**src/rtl/irq_controller_if.sv**
```systemverilog
// Bus between the core and the interrupt controller.
// The master modport belongs to the core side and the slave modport to the controller.
interface irq_controller_if;
    logic [2:0]  irq_in;
    logic [31:0] pc_next;
    logic        stall;
    logic        eret;
    logic        mask_we;
    logic [2:0]  mask_wdata;
    logic        ie_we;
    logic        ie_wdata;
    logic        take_irq;
    logic [31:0] irq_target;
    logic [1:0]  irq_id;
    logic [31:0] eret_target;
    logic [2:0]  in_service;
    logic [2:0]  pending;
    logic [2:0]  mask;
    logic        ie;
    logic [1:0]  depth;

    modport master (
        output irq_in, pc_next, stall, eret, mask_we, mask_wdata, ie_we, ie_wdata,
        input  take_irq, irq_target, irq_id, eret_target, in_service, pending,
               mask, ie, depth
    );

    modport slave (
        input  irq_in, pc_next, stall, eret, mask_we, mask_wdata, ie_we, ie_wdata,
        output take_irq, irq_target, irq_id, eret_target, in_service, pending,
               mask, ie, depth
    );
endinterface

```
**src/rtl/irq_controller.sv**
```systemverilog
// Prioritised, nestable 3-source interrupt controller with a 3-deep EPC stack.
// Source 2 has the highest priority. A source may preempt only strictly lower-priority handlers.
module irq_controller #(
    parameter logic [31:0] VEC2 = 32'h0000_0100,
    parameter logic [31:0] VEC1 = 32'h0000_0200,
    parameter logic [31:0] VEC0 = 32'h0000_0300
) (
    input  logic              clk,
    input  logic              rst,
    irq_controller_if.slave   bus
);

    logic [2:0]  r_irq_prev;
    logic [2:0]  r_pending;
    logic [2:0]  r_in_service;
    logic [2:0]  r_mask;
    logic        r_ie;
    logic [1:0]  r_depth;
    logic [31:0] r_stack [0:2];

    logic [2:0]  w_rise;
    logic [2:0]  w_elig;
    logic [2:0]  w_win_oh;
    logic [1:0]  w_win_id;
    logic [31:0] w_vec;
    logic        w_take;
    logic        w_pop;
    logic [2:0]  w_clr_oh;

    // Edge detection, eligibility from registered state, and fixed-priority winner selection
    always_comb begin
        w_rise    = bus.irq_in & ~r_irq_prev;
        w_elig[2] = r_pending[2] & ~r_mask[2] & r_ie & ~r_in_service[2];
        w_elig[1] = r_pending[1] & ~r_mask[1] & r_ie & ~(|r_in_service[2:1]);
        w_elig[0] = r_pending[0] & ~r_mask[0] & r_ie & ~(|r_in_service);
        w_win_oh  = '0;
        w_win_id  = '0;
        w_vec     = '0;
        if (w_elig[2]) begin
            w_win_oh = 3'b100;
            w_win_id = 2'd2;
            w_vec    = VEC2;
        end else if (w_elig[1]) begin
            w_win_oh = 3'b010;
            w_win_id = 2'd1;
            w_vec    = VEC1;
        end else if (w_elig[0]) begin
            w_win_oh = 3'b001;
            w_win_id = 2'd0;
            w_vec    = VEC0;
        end
        // eret blocks a take even when the stack is empty
        w_take = (|w_elig) & ~bus.stall & ~bus.eret;
        w_pop  = bus.eret & (r_depth != 2'd0);
    end

    // The handler being returned from is always the highest-priority one in service
    always_comb begin
        w_clr_oh = '0;
        if (r_in_service[2])      w_clr_oh = 3'b100;
        else if (r_in_service[1]) w_clr_oh = 3'b010;
        else if (r_in_service[0]) w_clr_oh = 3'b001;
    end

    // Drive the PC-mux outputs and expose the registered state
    always_comb begin
        bus.take_irq   = w_take;
        bus.irq_target = w_take ? w_vec : '0;
        bus.irq_id     = w_take ? w_win_id : '0;
        case (r_depth)
            2'd1:    bus.eret_target = r_stack[0];
            2'd2:    bus.eret_target = r_stack[1];
            2'd3:    bus.eret_target = r_stack[2];
            default: bus.eret_target = '0;
        endcase
        bus.in_service = r_in_service;
        bus.pending    = r_pending;
        bus.mask       = r_mask;
        bus.ie         = r_ie;
        bus.depth      = r_depth;
    end

    // Control state: request capture, take/return bookkeeping and register writes
    always_ff @(posedge clk) begin
        if (rst) begin
            r_irq_prev   <= '0;
            r_pending    <= '0;
            r_in_service <= '0;
            r_mask       <= '0;
            r_ie         <= 1'b1;
            r_depth      <= '0;
        end else begin
            r_irq_prev <= bus.irq_in;
            // A new edge on the winner in its take cycle re-arms the request
            r_pending  <= (r_pending & ~(w_take ? w_win_oh : 3'b000)) | w_rise;
            if (w_take) begin
                r_in_service <= r_in_service | w_win_oh;
                r_depth      <= r_depth + 2'd1;
            end else if (w_pop) begin
                r_in_service <= r_in_service & ~w_clr_oh;
                r_depth      <= r_depth - 2'd1;
            end
            if (bus.mask_we) r_mask <= bus.mask_wdata;
            if (bus.ie_we)   r_ie   <= bus.ie_wdata;
        end
    end

    // EPC stack: push the return address into the slot at the current depth
    always_ff @(posedge clk) begin
        for (int unsigned k = 0; k < 3; k++) begin
            if (rst) begin
                r_stack[k] <= '0;
            end else if (w_take && (r_depth == 2'(k))) begin
                r_stack[k] <= bus.pc_next;
            end
        end
    end

endmodule

```
**src/flat_wrapper.sv**
```systemverilog
// flat-port wrapper written by rule: the top's interface ports become plain ports
module irq_controller_flat 
#(
    parameter logic [31:0] VEC2 = 32'h0000_0100,
    parameter logic [31:0] VEC1 = 32'h0000_0200,
    parameter logic [31:0] VEC0 = 32'h0000_0300
)
  (clk, rst, bus_irq_in, bus_pc_next, bus_stall, bus_eret, bus_mask_we, bus_mask_wdata, bus_ie_we, bus_ie_wdata, bus_take_irq, bus_irq_target, bus_irq_id, bus_eret_target, bus_in_service, bus_pending, bus_mask, bus_ie, bus_depth);
  irq_controller_if bus_i ();
  input  logic clk;
  input  logic rst;
  input wire logic [$bits(bus_i.irq_in)-1:0] bus_irq_in;
  input wire logic [$bits(bus_i.pc_next)-1:0] bus_pc_next;
  input wire logic [$bits(bus_i.stall)-1:0] bus_stall;
  input wire logic [$bits(bus_i.eret)-1:0] bus_eret;
  input wire logic [$bits(bus_i.mask_we)-1:0] bus_mask_we;
  input wire logic [$bits(bus_i.mask_wdata)-1:0] bus_mask_wdata;
  input wire logic [$bits(bus_i.ie_we)-1:0] bus_ie_we;
  input wire logic [$bits(bus_i.ie_wdata)-1:0] bus_ie_wdata;
  output wire logic [$bits(bus_i.take_irq)-1:0] bus_take_irq;
  output wire logic [$bits(bus_i.irq_target)-1:0] bus_irq_target;
  output wire logic [$bits(bus_i.irq_id)-1:0] bus_irq_id;
  output wire logic [$bits(bus_i.eret_target)-1:0] bus_eret_target;
  output wire logic [$bits(bus_i.in_service)-1:0] bus_in_service;
  output wire logic [$bits(bus_i.pending)-1:0] bus_pending;
  output wire logic [$bits(bus_i.mask)-1:0] bus_mask;
  output wire logic [$bits(bus_i.ie)-1:0] bus_ie;
  output wire logic [$bits(bus_i.depth)-1:0] bus_depth;
  assign bus_i.irq_in = bus_irq_in;
  assign bus_i.pc_next = bus_pc_next;
  assign bus_i.stall = bus_stall;
  assign bus_i.eret = bus_eret;
  assign bus_i.mask_we = bus_mask_we;
  assign bus_i.mask_wdata = bus_mask_wdata;
  assign bus_i.ie_we = bus_ie_we;
  assign bus_i.ie_wdata = bus_ie_wdata;
  assign bus_take_irq = bus_i.take_irq;
  assign bus_irq_target = bus_i.irq_target;
  assign bus_irq_id = bus_i.irq_id;
  assign bus_eret_target = bus_i.eret_target;
  assign bus_in_service = bus_i.in_service;
  assign bus_pending = bus_i.pending;
  assign bus_mask = bus_i.mask;
  assign bus_ie = bus_i.ie;
  assign bus_depth = bus_i.depth;
  irq_controller #(.VEC2(VEC2), .VEC1(VEC1), .VEC0(VEC0)) u_core (.clk(clk), .rst(rst), .bus(bus_i));
endmodule
```
**config.mk**
```make
export PLATFORM = sky130hd
export DESIGN_NAME = irq_controller_flat
export DESIGN_NICKNAME = d
export VERILOG_FILES = /design/src/rtl/irq_controller_if.sv /design/src/rtl/irq_controller.sv /design/src/flat_wrapper.sv
export SDC_FILE = /design/constraint.sdc
export NUM_CORES = 1
export LEC_CHECK = 0
export CORE_ASPECT_RATIO = 0.9
export CORE_MARGIN = 5
export CORE_UTILIZATION = 40
export DETAILED_ROUTE_END_ITERATION = 8
export PLACE_DENSITY_LB_ADDON = 0.25
export SETUP_SLACK_MARGIN = 0.02
export SLEW_MARGIN = 20
export SYNTH_ARGS = -nofsm -noshare
export SYNTH_HDL_FRONTEND = slang
export SYNTH_SLANG_ARGS = --single-unit
```
**constraint.sdc**
```tcl
create_clock -name clk -period 2.14 [get_ports clk]
set_input_delay 0.214 -clock clk [delete_from_list [all_inputs] [get_ports clk]]
set_output_delay 0.214 -clock clk [all_outputs]
set_load 0.05 [all_outputs]
```
==> Flow_metrics.wiki <==
{| class="wikitable"
! Metric !! Value
|-
| Leading register cell type out of synthesis || edfxtp_1
|-
| Proportion of layout cells with a drive suffix above 1 || 28.2%
|-
| Category of the most critical setup path || reg -> out
|-
| Antenna violations before repair || 0
|-
| Boundary pin count || 124
|-
| Number of design rule violations left after detail routing || 0
|-
| First-pass GRT wire length || 19400 µm
|-
| Number of instances in the synthesized netlist || 403
|-
| Synth warnings || 0
|-
| Total half-perimeter wirelength after legalization and detailed placement || 7880 µm
|-
| Number of vias after detailed routing || 3517
|-
| Leading post-synthesis cells by instance count || and2_1, edfxtp_1, nor2_1
|-
| Result of the run || finished, violations left
|-
| Root Buffer || clkbuf_16
|-
| Proportion of register bits with asynchronous set or reset after synthesis || 0%
|-
| Core footprint || 0.0127 mm²
|-
| Min Clock Period, post-route || 2.14 ns
|-
| Clock skew after layout || 0.00753 ns
|-
| Final count of hold timing violations || 0
|-
| Violated checks || setup timing
|-
| Initial standard-cell utilization of the core || 40.8%
|-
| Max-cap violation count || 0
|-
| Cell types with the largest area share after synthesis || edfxtp_1, and2_1, a222oi_1
|-
| Critical Path Fanout Max || 12
|-
| Fin nets || 561
|-
| Setup_tns || -0.00459 ns
|-
| Clock latency on the worst-skew pair || 0.35 ns
|-
| Most repeated cell in the gate-level netlist after synthesis || and2_1
|-
| Global-route total usage across every layer || 16.2%
|-
| Period utilisation layout || 100%
|-
| Pre-CTS setup slack || 0.129 ns
|-
| GR Overflow Total || 0
|-
| Data arrival, critical path || 1.93 ns
|-
| Count of distinct cell types in the synthesized netlist || 41
|-
| Worst Setup End Kind || primary output
|-
| Die Height || 118 µm
|-
| Cell Pwr Density || 1030 mW/mm²
|-
| Netlist area before placement || 0.00517 mm²
|-
| Slew at the pin closest to its max-slew limit || 0.538 ns
|-
| Max Slew Vio Count || 0
|-
| Worst EP required || 1.93 ns
|-
| Part of the Yosys area used for sequential elements || 61.6%
|-
| Count of TritonRoute iterations in the first routing pass || 6
|-
| Critical path startpoint category || register
|-
| Total detailed-routing wirelength || 12900 µm
|-
| Leakage || 2.73 nW
|-
| Number of enable flip-flop cells after synthesis || 96
|-
| Total area of multi-input combinational cells || 0.00188 mm²
|-
| Worst hold path class || in -> reg
|-
| Chip Width || 130 µm
|-
| Number of inserted diodes || 0
|-
| Largest buffer count on any clock path || 2
|-
| Cell type contributing the most total cell area after synthesis || edfxtp_1
|-
| Fin worst setup slack || -0.00459 ns
|-
| Storage cell area || 0.00320 mm²
|-
| Peak VDD IR || 0.497 mV
|-
| Peak Freq || 0.466 GHz
|-
| Fraction of synthesized cell area taken by the top area cell type || 55.7%
|-
| Final setup vio count || 1
|-
| Area grow syn2layout || 44.0%
|-
| Floorplan die area || 0.0153 mm²
|-
| Sinks on Clock Net || 111
|-
| H-tree levels || 3
|-
| Number of filler instances in the final layout || 1021
|-
| Antenna viol nets, final || 0
|-
| Number of vias per cell after detailed routing || 5.16
|-
| Clock tree from TritonCTS || built
|-
| Detail-routed net length per standard cell || 18.9 µm
|-
| Mean instance size in the synthesized netlist || 12.8 µm²
|-
| Maximum number of pins on one net before global-route repair || 33
|-
| Row Count || 39
|-
| Flip-flop and latch count after synthesis || 111
|-
| CTS buffer count || 9
|-
| Clock input transition at the sequential cells of the worst setup and hold paths || 0.07 ns
|-
| Number of buffers inserted by hold repair at cts || 0
|-
| Setup repair after global routing missed its margin || yes
|-
| Total of buffers placed on input and output ports || 93
|-
| Drt initial violations || 361
|-
| Max-Slew Margin vs Limit || 64.1%
|-
| Routability-driven placement congestion ratio || 0.742
|-
| Number of global-route vias before repair || 3558
|}
worst paths after layout:
| check | start | to | slack (ns) | cells past startpoint |
|---|---|---|---|---|
| max | u_core.bus.depth[0] | bus_eret_target[25] | -0.005 | 6 |
| min | bus_irq_in[1] | u_core.r_irq_prev[1] | 0.44 | 2 |
| max reg2reg | u_core.bus.depth[0] | u_core.r_stack[2][27] | 0.27 | 9 |
| min reg2reg | u_core.r_irq_prev[2] | u_core.bus.pending[2] | 0.49 | 2 |
stage by stage:
| stage | power (W) | instance area, µm² | util, % | instances | hold slack (ns) |
|---|---|---|---|---|---|
| finish | 0.00766 | 7450 | 58.7 | 681 | 0.445 |
| global route | 0.00797 | 7450 | 58.7 | 681 | 0.462 |
| CTS | 0.00736 | 7230 | 57.0 | 671 | 0.430 |
| detailed placement | 0.00563 | 6880 | 54.2 | 653 | 0.476 |
| global placement | 0.00561 | 6880 | 54.2 | 653 | 0.474 |
| floorplan | 0.00441 | 5470 | - | 432 | 0.331 |
critical path, cell delays in order, from the launching register on:
cell and delay [ns]:
dfxtp_4 0.38, buf_6 0.12, ha_4 0.19, buf_12 0.16, a222oi_1 0.46, nor2_2 0.10, buf_12 0.17
power by group:
group	internal (W)	switching [W]	leakage [nW]
sequential	0.00253	0.0000893	1.12
clock	0.000805	0.000778	0.138
combinational	0.00149	0.00197	1.47
total	0.00482	0.00284	2.73
sequential cells by signal, indices dropped and copies added (netlist names):
| register | count |
|---|---|
| u_core.r_irq_prev | 3 |
| u_core.r_stack | 96 |
| u_core.bus.in_service | 3 |
| u_core.bus.depth | 2 |
| u_core.bus.mask | 3 |
| u_core.bus.ie | 1 |
| u_core.bus.pending | 3 |
timing repair:
action,in CTS,in global routing
cloned,1,5
pin swaps,9,19
setup endpoints to repair,21,29
resized for setup,9,13
setup buffers,1,5
cells in the final DEF, fill, tap and decap left out, types with 2 or more instances in the layout:
| master | count |
|---|---|
| dfxtp_1 | 6 |
| buf_4 | 15 |
| inv_6 | 2 |
| a211oi_4 | 3 |
| dfxtp_2 | 6 |
| nor2b_1 | 7 |
| clkinv_2 | 2 |
| inv_1 | 6 |
| o21ai_0 | 4 |
| nor2_2 | 18 |
| a211oi_1 | 2 |
| nor2_4 | 12 |
| conb_1 | 30 |
| nand3_1 | 2 |
| clkbuf_16 | 15 |
| mux2i_1 | 3 |
| buf_12 | 49 |
| clkdlybuf4s50_1 | 56 |
| nand2b_1 | 2 |
| a21oi_1 | 5 |
| a21o_4 | 3 |
| edfxtp_1 | 96 |
| and2_1 | 97 |
| nor2_1 | 10 |
| dfxtp_4 | 3 |
| a222oi_1 | 32 |
| ha_4 | 3 |
final cells by class:
cell class | count | share of cell area, %
flip-flops and latches | 111 | 43.0
multi-input cells | 254 | 25.3
clock inverters | 7 | 0.739
repair buffers | 128 | 24.7
inverters | 8 | 0.437
well taps | 164 | 2.76
clock buffers | 9 | 3.02
cells by family after synthesis:
logic type	share of synthesized area (%)
simple gates	17.8
flops	61.6
buf+inv	8.37
compound gates	10.6
fa+ha+maj	0.968
mux	0.581
other cells	0.0725
per-layer routing:
metal | wire [µm] | part of all wire (%) | track usage [%]
met5 | 0 | 0 | 0
met4 | 168 | 1.3 | 4.09
met3 | 800 | 6.2 | 2.86
met2 | 6550 | 51 | 27.1
met1 | 5390 | 42 | 21.7
Power figures use the tool's default switching activity.
